`config.mk`:
```
export PLATFORM = sky130hd
export DESIGN_NAME = hazard_ctrl_pipe
export DESIGN_NICKNAME = d
export VERILOG_FILES = /design/src/rtl/hazard_ctrl_pipe.sv
export SDC_FILE = /design/constraint.sdc
export NUM_CORES = 1
export LEC_CHECK = 0
export CORE_MARGIN = 2
export CORE_UTILIZATION = 36
export CTS_CLUSTER_SIZE = 8
export DETAILED_ROUTE_END_ITERATION = 12
export PLACE_DENSITY = 0.84
export SETUP_SLACK_MARGIN = 0.4
export SYNTH_ARGS = -nofsm -noshare
export SYNTH_HDL_FRONTEND = slang
export SYNTH_SLANG_ARGS = --single-unit
```
`constraint.sdc`:
```
create_clock -name clk -period 2.78 [get_ports clk]
set_input_delay 0.417 -clock clk [delete_from_list [all_inputs] [get_ports clk]]
set_output_delay 0.417 -clock clk [all_outputs]
set_load 0.02 [all_outputs]
```
`src/rtl/hazard_ctrl_pipe.sv`:
```
// Pipeline hazard controller: per-stage stall/clear, PC redirect, operand forwarding, predictor strobes.
// Define HAZARD_PERF_CNT_EN to add perf_cnt_o = {mispredict_cnt, miss_stall_cnt, lu_stall_cnt}.
module hazard_ctrl_pipe #(
  parameter int NUM_RS     = 2,
  parameter int FWD_STAGES = 2,
  parameter int LU_CYCLES  = 1,
  parameter bit USE_BP     = 1'b1
) (
  input  logic                                      clk,
  input  logic                                      rst,
  input  logic                                      jump_i,
  input  logic                                      branch_in_ex_i,
  input  logic                                      branch_taken_i,
  input  logic                                      branch_pred_i,
  input  logic [NUM_RS*5-1:0]                       rs_addr_ex_i,
  input  logic [NUM_RS-1:0]                         rs_used_ex_i,
  input  logic [FWD_STAGES*5-1:0]                   wb_addr_i,
  input  logic [FWD_STAGES-1:0]                     wb_we_i,
  input  logic                                      mem_load_i,
  input  logic                                      mem_miss_i,
  output logic                                      pc_set_o,
  output logic [3:0]                                pc_mux_o,
  output logic [4:0]                                stall_o,
  output logic [4:0]                                clear_o,
  output logic [NUM_RS*$clog2(FWD_STAGES+1)-1:0]    fwd_sel_o,
  output logic                                      btb_we_o,
  output logic                                      btb_clear_o,
  output logic                                      bht_we_o
`ifdef HAZARD_PERF_CNT_EN
  ,
  output logic [95:0]                               perf_cnt_o
`endif
);

  localparam int SW = $clog2(FWD_STAGES + 1);
  localparam int CW = $clog2(LU_CYCLES + 1);
  localparam logic [CW-1:0] LU_INIT = CW'(LU_CYCLES - 1);

  localparam logic [3:0] PC_BOOT    = 4'd0;
  localparam logic [3:0] PC_JUMP    = 4'd1;
  localparam logic [3:0] PC_BRANCH  = 4'd2;
  localparam logic [3:0] PC_EX_INCR = 4'd3;

  typedef enum logic [1:0] {
    ST_RUN  = 2'd0,
    ST_LU   = 2'd1,
    ST_MISS = 2'd2
  } state_t;

  state_t          state_reg;
  state_t          ret_reg;
  state_t          eff_state;
  logic [CW-1:0]   lu_cnt_reg;
  logic            upd_done_reg;

  logic [NUM_RS-1:0] rs_hit_mem;
  logic              lu_hit;
  logic              lu_stall;
  logic              stall_ex;
  logic              br_mispred;
  logic              br_redir;
  logic              upd_fire;

  genvar gi;
  generate
    for (gi = 0; gi < NUM_RS; gi++) begin : g_fwd
      logic [4:0]    rs_addr;
      logic [SW-1:0] sel;

      assign rs_addr = rs_addr_ex_i[gi*5 +: 5];

      // Walk from farthest to nearest so the lowest-index (youngest) producer wins.
      always_comb begin
        sel = '0;
        for (int k = FWD_STAGES - 1; k >= 0; k--) begin
          if (wb_we_i[k] && rs_used_ex_i[gi] && (rs_addr != 5'd0) &&
              (wb_addr_i[k*5 +: 5] == rs_addr)) begin
            sel = SW'(k + 1);
          end
        end
      end

      assign rs_hit_mem[gi] = rs_used_ex_i[gi] && wb_we_i[0] && (rs_addr != 5'd0) &&
                              (wb_addr_i[4:0] == rs_addr);
      assign fwd_sel_o[gi*SW +: SW] = rst ? '0 : sel;
    end
  endgenerate

  // Leaving MISS happens in the same cycle the miss drops, so decode as the return state.
  assign eff_state  = (state_reg == ST_MISS) ? ret_reg : state_reg;
  assign lu_hit     = mem_load_i && (|rs_hit_mem);
  assign lu_stall   = !mem_miss_i && ((eff_state == ST_LU) || ((eff_state == ST_RUN) && lu_hit));
  assign stall_ex   = mem_miss_i || lu_stall;
  assign br_mispred = USE_BP ? (branch_taken_i ^ branch_pred_i) : branch_taken_i;
  assign br_redir   = branch_in_ex_i && br_mispred;
  assign upd_fire   = USE_BP && branch_in_ex_i && !upd_done_reg && (branch_taken_i ^ branch_pred_i);

  always_ff @(posedge clk) begin
    if (rst) begin
      state_reg    <= ST_RUN;
      ret_reg      <= ST_RUN;
      lu_cnt_reg   <= '0;
      upd_done_reg <= 1'b0;
    end else begin
      if (mem_miss_i) begin
        state_reg <= ST_MISS;
        if (state_reg != ST_MISS) ret_reg <= state_reg;
      end else begin
        case (eff_state)
          ST_LU: begin
            lu_cnt_reg <= lu_cnt_reg - CW'(1);
            state_reg  <= (lu_cnt_reg == CW'(1)) ? ST_RUN : ST_LU;
          end
          default: begin
            if (lu_hit && (LU_CYCLES > 1)) begin
              state_reg  <= ST_LU;
              lu_cnt_reg <= LU_INIT;
            end else begin
              state_reg <= ST_RUN;
            end
          end
        endcase
      end
      // Remember an update issued under a frozen EX so the held branch does not re-fire.
      if (!stall_ex) upd_done_reg <= 1'b0;
      else if (upd_fire) upd_done_reg <= 1'b1;
    end
  end

  always_comb begin
    stall_o     = 5'b00000;
    clear_o     = 5'b00000;
    pc_set_o    = 1'b0;
    pc_mux_o    = PC_BOOT;
    btb_we_o    = 1'b0;
    btb_clear_o = 1'b0;
    bht_we_o    = 1'b0;
    if (!rst) begin
      if (mem_miss_i) begin
        stall_o = 5'b11111;
      end else if (lu_stall) begin
        stall_o = 5'b00111;
        clear_o = 5'b01000;
      end else if (br_redir) begin
        pc_set_o = 1'b1;
        pc_mux_o = branch_taken_i ? PC_BRANCH : PC_EX_INCR;
        clear_o  = 5'b00110;
      end else if (jump_i) begin
        pc_set_o = 1'b1;
        pc_mux_o = PC_JUMP;
        clear_o  = 5'b00010;
      end
      if (upd_fire) begin
        btb_we_o    = branch_taken_i;
        btb_clear_o = !branch_taken_i;
        bht_we_o    = 1'b1;
      end
    end
  end

`ifdef HAZARD_PERF_CNT_EN
  logic [31:0] lu_stall_cnt_reg;
  logic [31:0] miss_stall_cnt_reg;
  logic [31:0] mispredict_cnt_reg;

  always_ff @(posedge clk) begin
    if (rst) begin
      lu_stall_cnt_reg   <= '0;
      miss_stall_cnt_reg <= '0;
      mispredict_cnt_reg <= '0;
    end else begin
      if (lu_stall) lu_stall_cnt_reg <= lu_stall_cnt_reg + 32'd1;
      if (mem_miss_i) miss_stall_cnt_reg <= miss_stall_cnt_reg + 32'd1;
      if (br_redir && !stall_ex) mispredict_cnt_reg <= mispredict_cnt_reg + 32'd1;
    end
  end

  assign perf_cnt_o = rst ? 96'd0 : {mispredict_cnt_reg, miss_stall_cnt_reg, lu_stall_cnt_reg};
`endif

endmodule
```
======== Word level (Yosys, flattened, before mapping) ========
Index checks and enable logic that the tools add are counted.
storage, ports and cells
  register bits after elaboration ......... 6
  logic and storage cells ................. 83
operators by class
  bitwise logic cells ..................... 4
  reductions and logical operators ........ 31
  mux-type cells .......................... 35
  add/sub/neg operators ................... 1
  equal/unequal tests ..................... 7
operator list
  cell                                            count
  two-way mux 2 bit                               13
  == test 5 bit                                   4
  logical AND 1 bit                               18
  two-way mux 1 bit                               15
  two-way mux 4 bit                               3
  two-way mux 5 bit                               2
  nonzero test 5 bit                              2
  two-way mux 3 bit                               2
  AND reduction 2 bit                             2
  OR reduction 2 bit                              2
  zero test 1 bit                                 3
  NOT 1 bit                                       3
  OR reduction 3 bit                              1
  == test 2 x 1 -> 1 bit (second input constant)  1
  == test 2 bit (second input constant)           1
  zero test 2 bit                                 1
  logical OR 1 bit                                2
  != test 2 bit (second input constant)           1
  subtractor 1 bit (second input constant)        1
  bitwise XOR 1 bit                               1

======== Logic depth before layout (Yosys ltp) ========
  depth after elaboration ................. 11
  mapped depth ............................ 6
  gate-level depth less buffers ........... 5

======== Worst setup path after synthesis ========
No wires, ideal clock.
  path kind ............................... in2out
  start point ............................. in rs_addr_ex_i[0]
  end point ............................... out clear_o[1]
  data arrival time ....................... 2.137 ns
  required time ........................... 2.363 ns
  cell stages on the path ................. 6
  buffers on the path ..................... 1
  setup slack ............................. 0.226 ns
  cells stage by stage .................... or4_1 -> o21ai_2 -> nand4b_2 -> a21oi_2 -> nor3_1 -> buf_4
between the ends
  word-level cells in the longest chain between the ends .. 11
  elaborated cells between the ends (all ways) .. 12
RTL lines
  what                    line  RTL
  from (decl)             15    input logic [NUM_RS*5-1:0] rs_addr_ex_i,
  nonzero test 5 bit      83    assign rs_hit_mem[gi] = rs_used_ex_i[gi] && wb_we_i[0] && (rs_addr != 5'd0) &&
  logical AND 1 bit       83
  logical AND 1 bit (*)   83
  OR reduction 2 bit (*)  91    assign lu_hit = mem_load_i && (|rs_hit_mem);
  logical AND 1 bit (*)   91
  logical AND 1 bit (*)   92    assign lu_stall = !mem_miss_i && ((eff_state == ST_LU) || ((eff_state == ST_RUN) && lu_hit));
  logical OR 1 bit (*)    92
  logical AND 1 bit (*)   92
  two-way mux 4 bit (*)   141   end else if (lu_stall) begin
  two-way mux 4 bit (*)   139   if (mem_miss_i) begin
  two-way mux 4 bit (*)   138   if (!rst) begin
  to (decl)               24    output logic [4:0] clear_o,
Mark *: on every way between the ends. The rest lies on a longest branch, timed or not.

======== Final worst setup path ========
  start point ............................. in rs_addr_ex_i[6]
  end point ............................... out clear_o[1]
Same word-level chain as after synthesis.

==> results.ini <==
[status]
outcome = finished clean

[final_layout]
fill_cells = 144
finish.utilization_pct = 75.2
drive_gt1_share_pct = 43.6
area_delta_synth_final_pct = 99.1
diodes = 0
nNetsFinal = 190
final_area_mm2 = 0.00145
multiInputGateArea_um2 = 697
seqCellArea_um2 = 120
fin_cells = 183

[synth]
synth-edff-count = 0
netlist_area_um2 = 726
synth_top_area_share_pct = 20.5
yosys-top-cells-area = xor2_1, dfxtp_1, buf_4
synth-seq-area-share_pct = 16.6
ys_ff_latch = 6
netlist.top_cell.by_area = xor2_1
ys_warn_count = 0
avgSynthCellArea_um2 = 7.80
ys.flop_type = dfxtp_1
syn_inst = 93
synth_cell_types = 27
async_reset_ff_share_pct = 0

[run]
drv_cap = 0

[timing]
hold_viol_final = 0
finalClockSkew_ns = 0.000880
layout_setup_ws_ns = 0.433
fmax_mhz = 426
finalSetupTns_ns = 0
timing_max_transition_violations_final = 0
finalSetupViolCount = 0
rsz0062_at_grt = yes
final.period_utilization_pct = 84.4
fin_crit_ns = 2.35

[cts]
ctsLongestPathBuffers = 2
clk_latency_ns = 0.24
cts_root_buffer = clkbuf_4
cts_tree = done
htreeDepth = 1
clk_pin_slew_ns = 0.05
clock_sink_count = 6
cts_buffers = 3

[detailed_routing]
drtAntennaViolNets = 0
viasPerCell = 5.03
vias = 920
wire_per_inst_um = 14.6
wirelength_mm = 2.68
drtPass1Iterations = 3
drcViolationCount = 0
drt_iter0_markers = 14

[grt]
grt_pass1_vias = 922
antenna_found_initial = 0
grt_pass1_wl_mm = 4.11
grt_use_total_pct = 21.7
grt_max_degree = 10
grt_overflow_total = 0

[floorplanning]
die_area_mm2 = 0.00239
die_x_um = 48.9
fp.dieH_um = 48.9
initial_core_util_pct = 37.8
core_mm2 = 0.00192
core.rowCount = 16
ios = 54

[worst_setup_path]
cp.arrival_ns = 1.93
critPathCaptureType = output port
critical-path-top-delay-family = simple AND/OR/NAND/NOR gates
cp-start-kind = primary input
required_ns = 2.36
cp_cell_sequence = clkdlybuf4s15_2 -> or4_4 -> o21ai_2 -> nand4b_4 -> a21oi_2 -> nor3_2 -> buf_4
cp_num_buf_inv = 2
crit_type = in -> out
worst_path_max_delay_cell = or4_4
critPathMaxFanout = 3
crit_path_max_incr_delay_ns = 0.51

[place]
gp_congestion = 0.821
dp.cells = 175
placed_area_mm2 = 0.00129
dp_hpwl_mm = 1.95
port-buffer-count = 49
place_ws_ns = -0.404

[power]
clockPowerShare_pct = 22.9
swShare_pct = 35.6
switching_power_uw = 126
seq_power_share_pct = 25.2
p_comb_share_pct = 51.9
internal-power_uw = 228
p_leak_nw = 0.667
power-per-cell-area_mw_per_mm2 = 245
irDropWorstVdd_mv = 0.167

[min_path]
hold_class = reg -> reg

[cells in the final DEF, fill, tap and decap left out, types with 3 or more instances in the layout]
master and n:
a21oi_1 7, buf_2 7, buf_4 21, buf_6 6, clkbuf_2 6, clkbuf_4 3
clkdlybuf4s15_1 3, clkdlybuf4s50_1 16, conb_1 4, dfxtp_1 6, dlygate4sd2_1 4, dlymetal6s2s_1 3
nand2_1 5, nor2_1 7, nor4_1 5, o21ai_0 3, xor2_1 12, xor2_2 4
[stage by stage]
step | power (mW) | hold slack (ns)
finish | 0.354 | 0.474
global route | 0.373 | 0.495
CTS | 0.342 | 0.445
detailed placement | 0.251 | 0.434
global placement | 0.246 | 0.423
floorplan | 0.162 | 0.406
[layout make-up]
type / count / share of cell area, %
Tap cell: 27 / 2.34
Clock buffer: 3 / 1.56
Timing Repair Buffer: 67 / 39.0
Inverter: 2 / 0.519
Multi-Input combinational cell: 78 / 48.2
Sequential cell: 6 / 8.31
[cell families (layout without fill, tap and decap cells)]
group,Yosys count,in the layout,synth area share [%]
AOI/OAI and AO/OA,18,18,15.5
xor gates and xnor gates,21,21,25.3
buffers and inverters,12,72,10.9
DFF,6,6,16.6
other,1,4,0.517
and+or+nand+nor,35,35,31.2
[routing by layer]
layer	wire [µm]	vias to the layer above	GRT usage [%]
li1	-	444	-
met1	1010	422	22.1
met2	1420	48	42.7
met3	182	6	4.29
met4	65	0	8.10
met5	0	-	0
[synthesized netlist by cell type, drive strengths merged, types with 2 or more instances]
| master | number |
|---|---|
| nand3 | 2 |
| nor3b | 2 |
| nor4 | 8 |
| xnor2 | 4 |
| xor2 | 17 |
| o21ai | 5 |
| nand2 | 5 |
| a31oi | 2 |
| a21oi | 8 |
| dfxtp | 6 |
| inv | 2 |
| buf | 9 |
| or4 | 2 |
| nor2 | 7 |
| nor2b | 2 |
| nand4b | 2 |
| nor3 | 4 |
[power groups by stage]
stage | clock [mW] | combinational (mW) | sequential [mW]
floorplan | 0 | 0.0715 | 0.0905
CTS | 0.0842 | 0.169 | 0.0891
finish | 0.0811 | 0.184 | 0.0893
global route | 0.0893 | 0.194 | 0.0894
global placement | 0 | 0.156 | 0.0907
detailed placement | 0 | 0.161 | 0.0908
[path summary, 6_finish.rpt]
| kind | start | endpoint | slack [ns] | cells past startpoint |
|---|---|---|---|---|
| worst max-delay path | rs_addr_ex_i[6] | clear_o[1] | 0.43 | 7 |
| worst min-delay path | lu_cnt_reg | state_reg[0] | 0.47 | 1 |
| worst max register to register | state_reg[0] | upd_done_reg | 1.46 | 5 |
| worst min register to register | lu_cnt_reg | state_reg[0] | 0.47 | 1 |
[what timing repair did]
action                                  4_1_cts  5_1_grt
endpoints found under the hold margin         0        0
buffers inserted                              5        0
cloned                                        0        0
hold buffers                                  0        0
pin swaps                                     9       13
gates resized for setup                     112       34
endpoints found under the setup margin       16       16
Note: power is estimated with default switching activity, not from simulation.
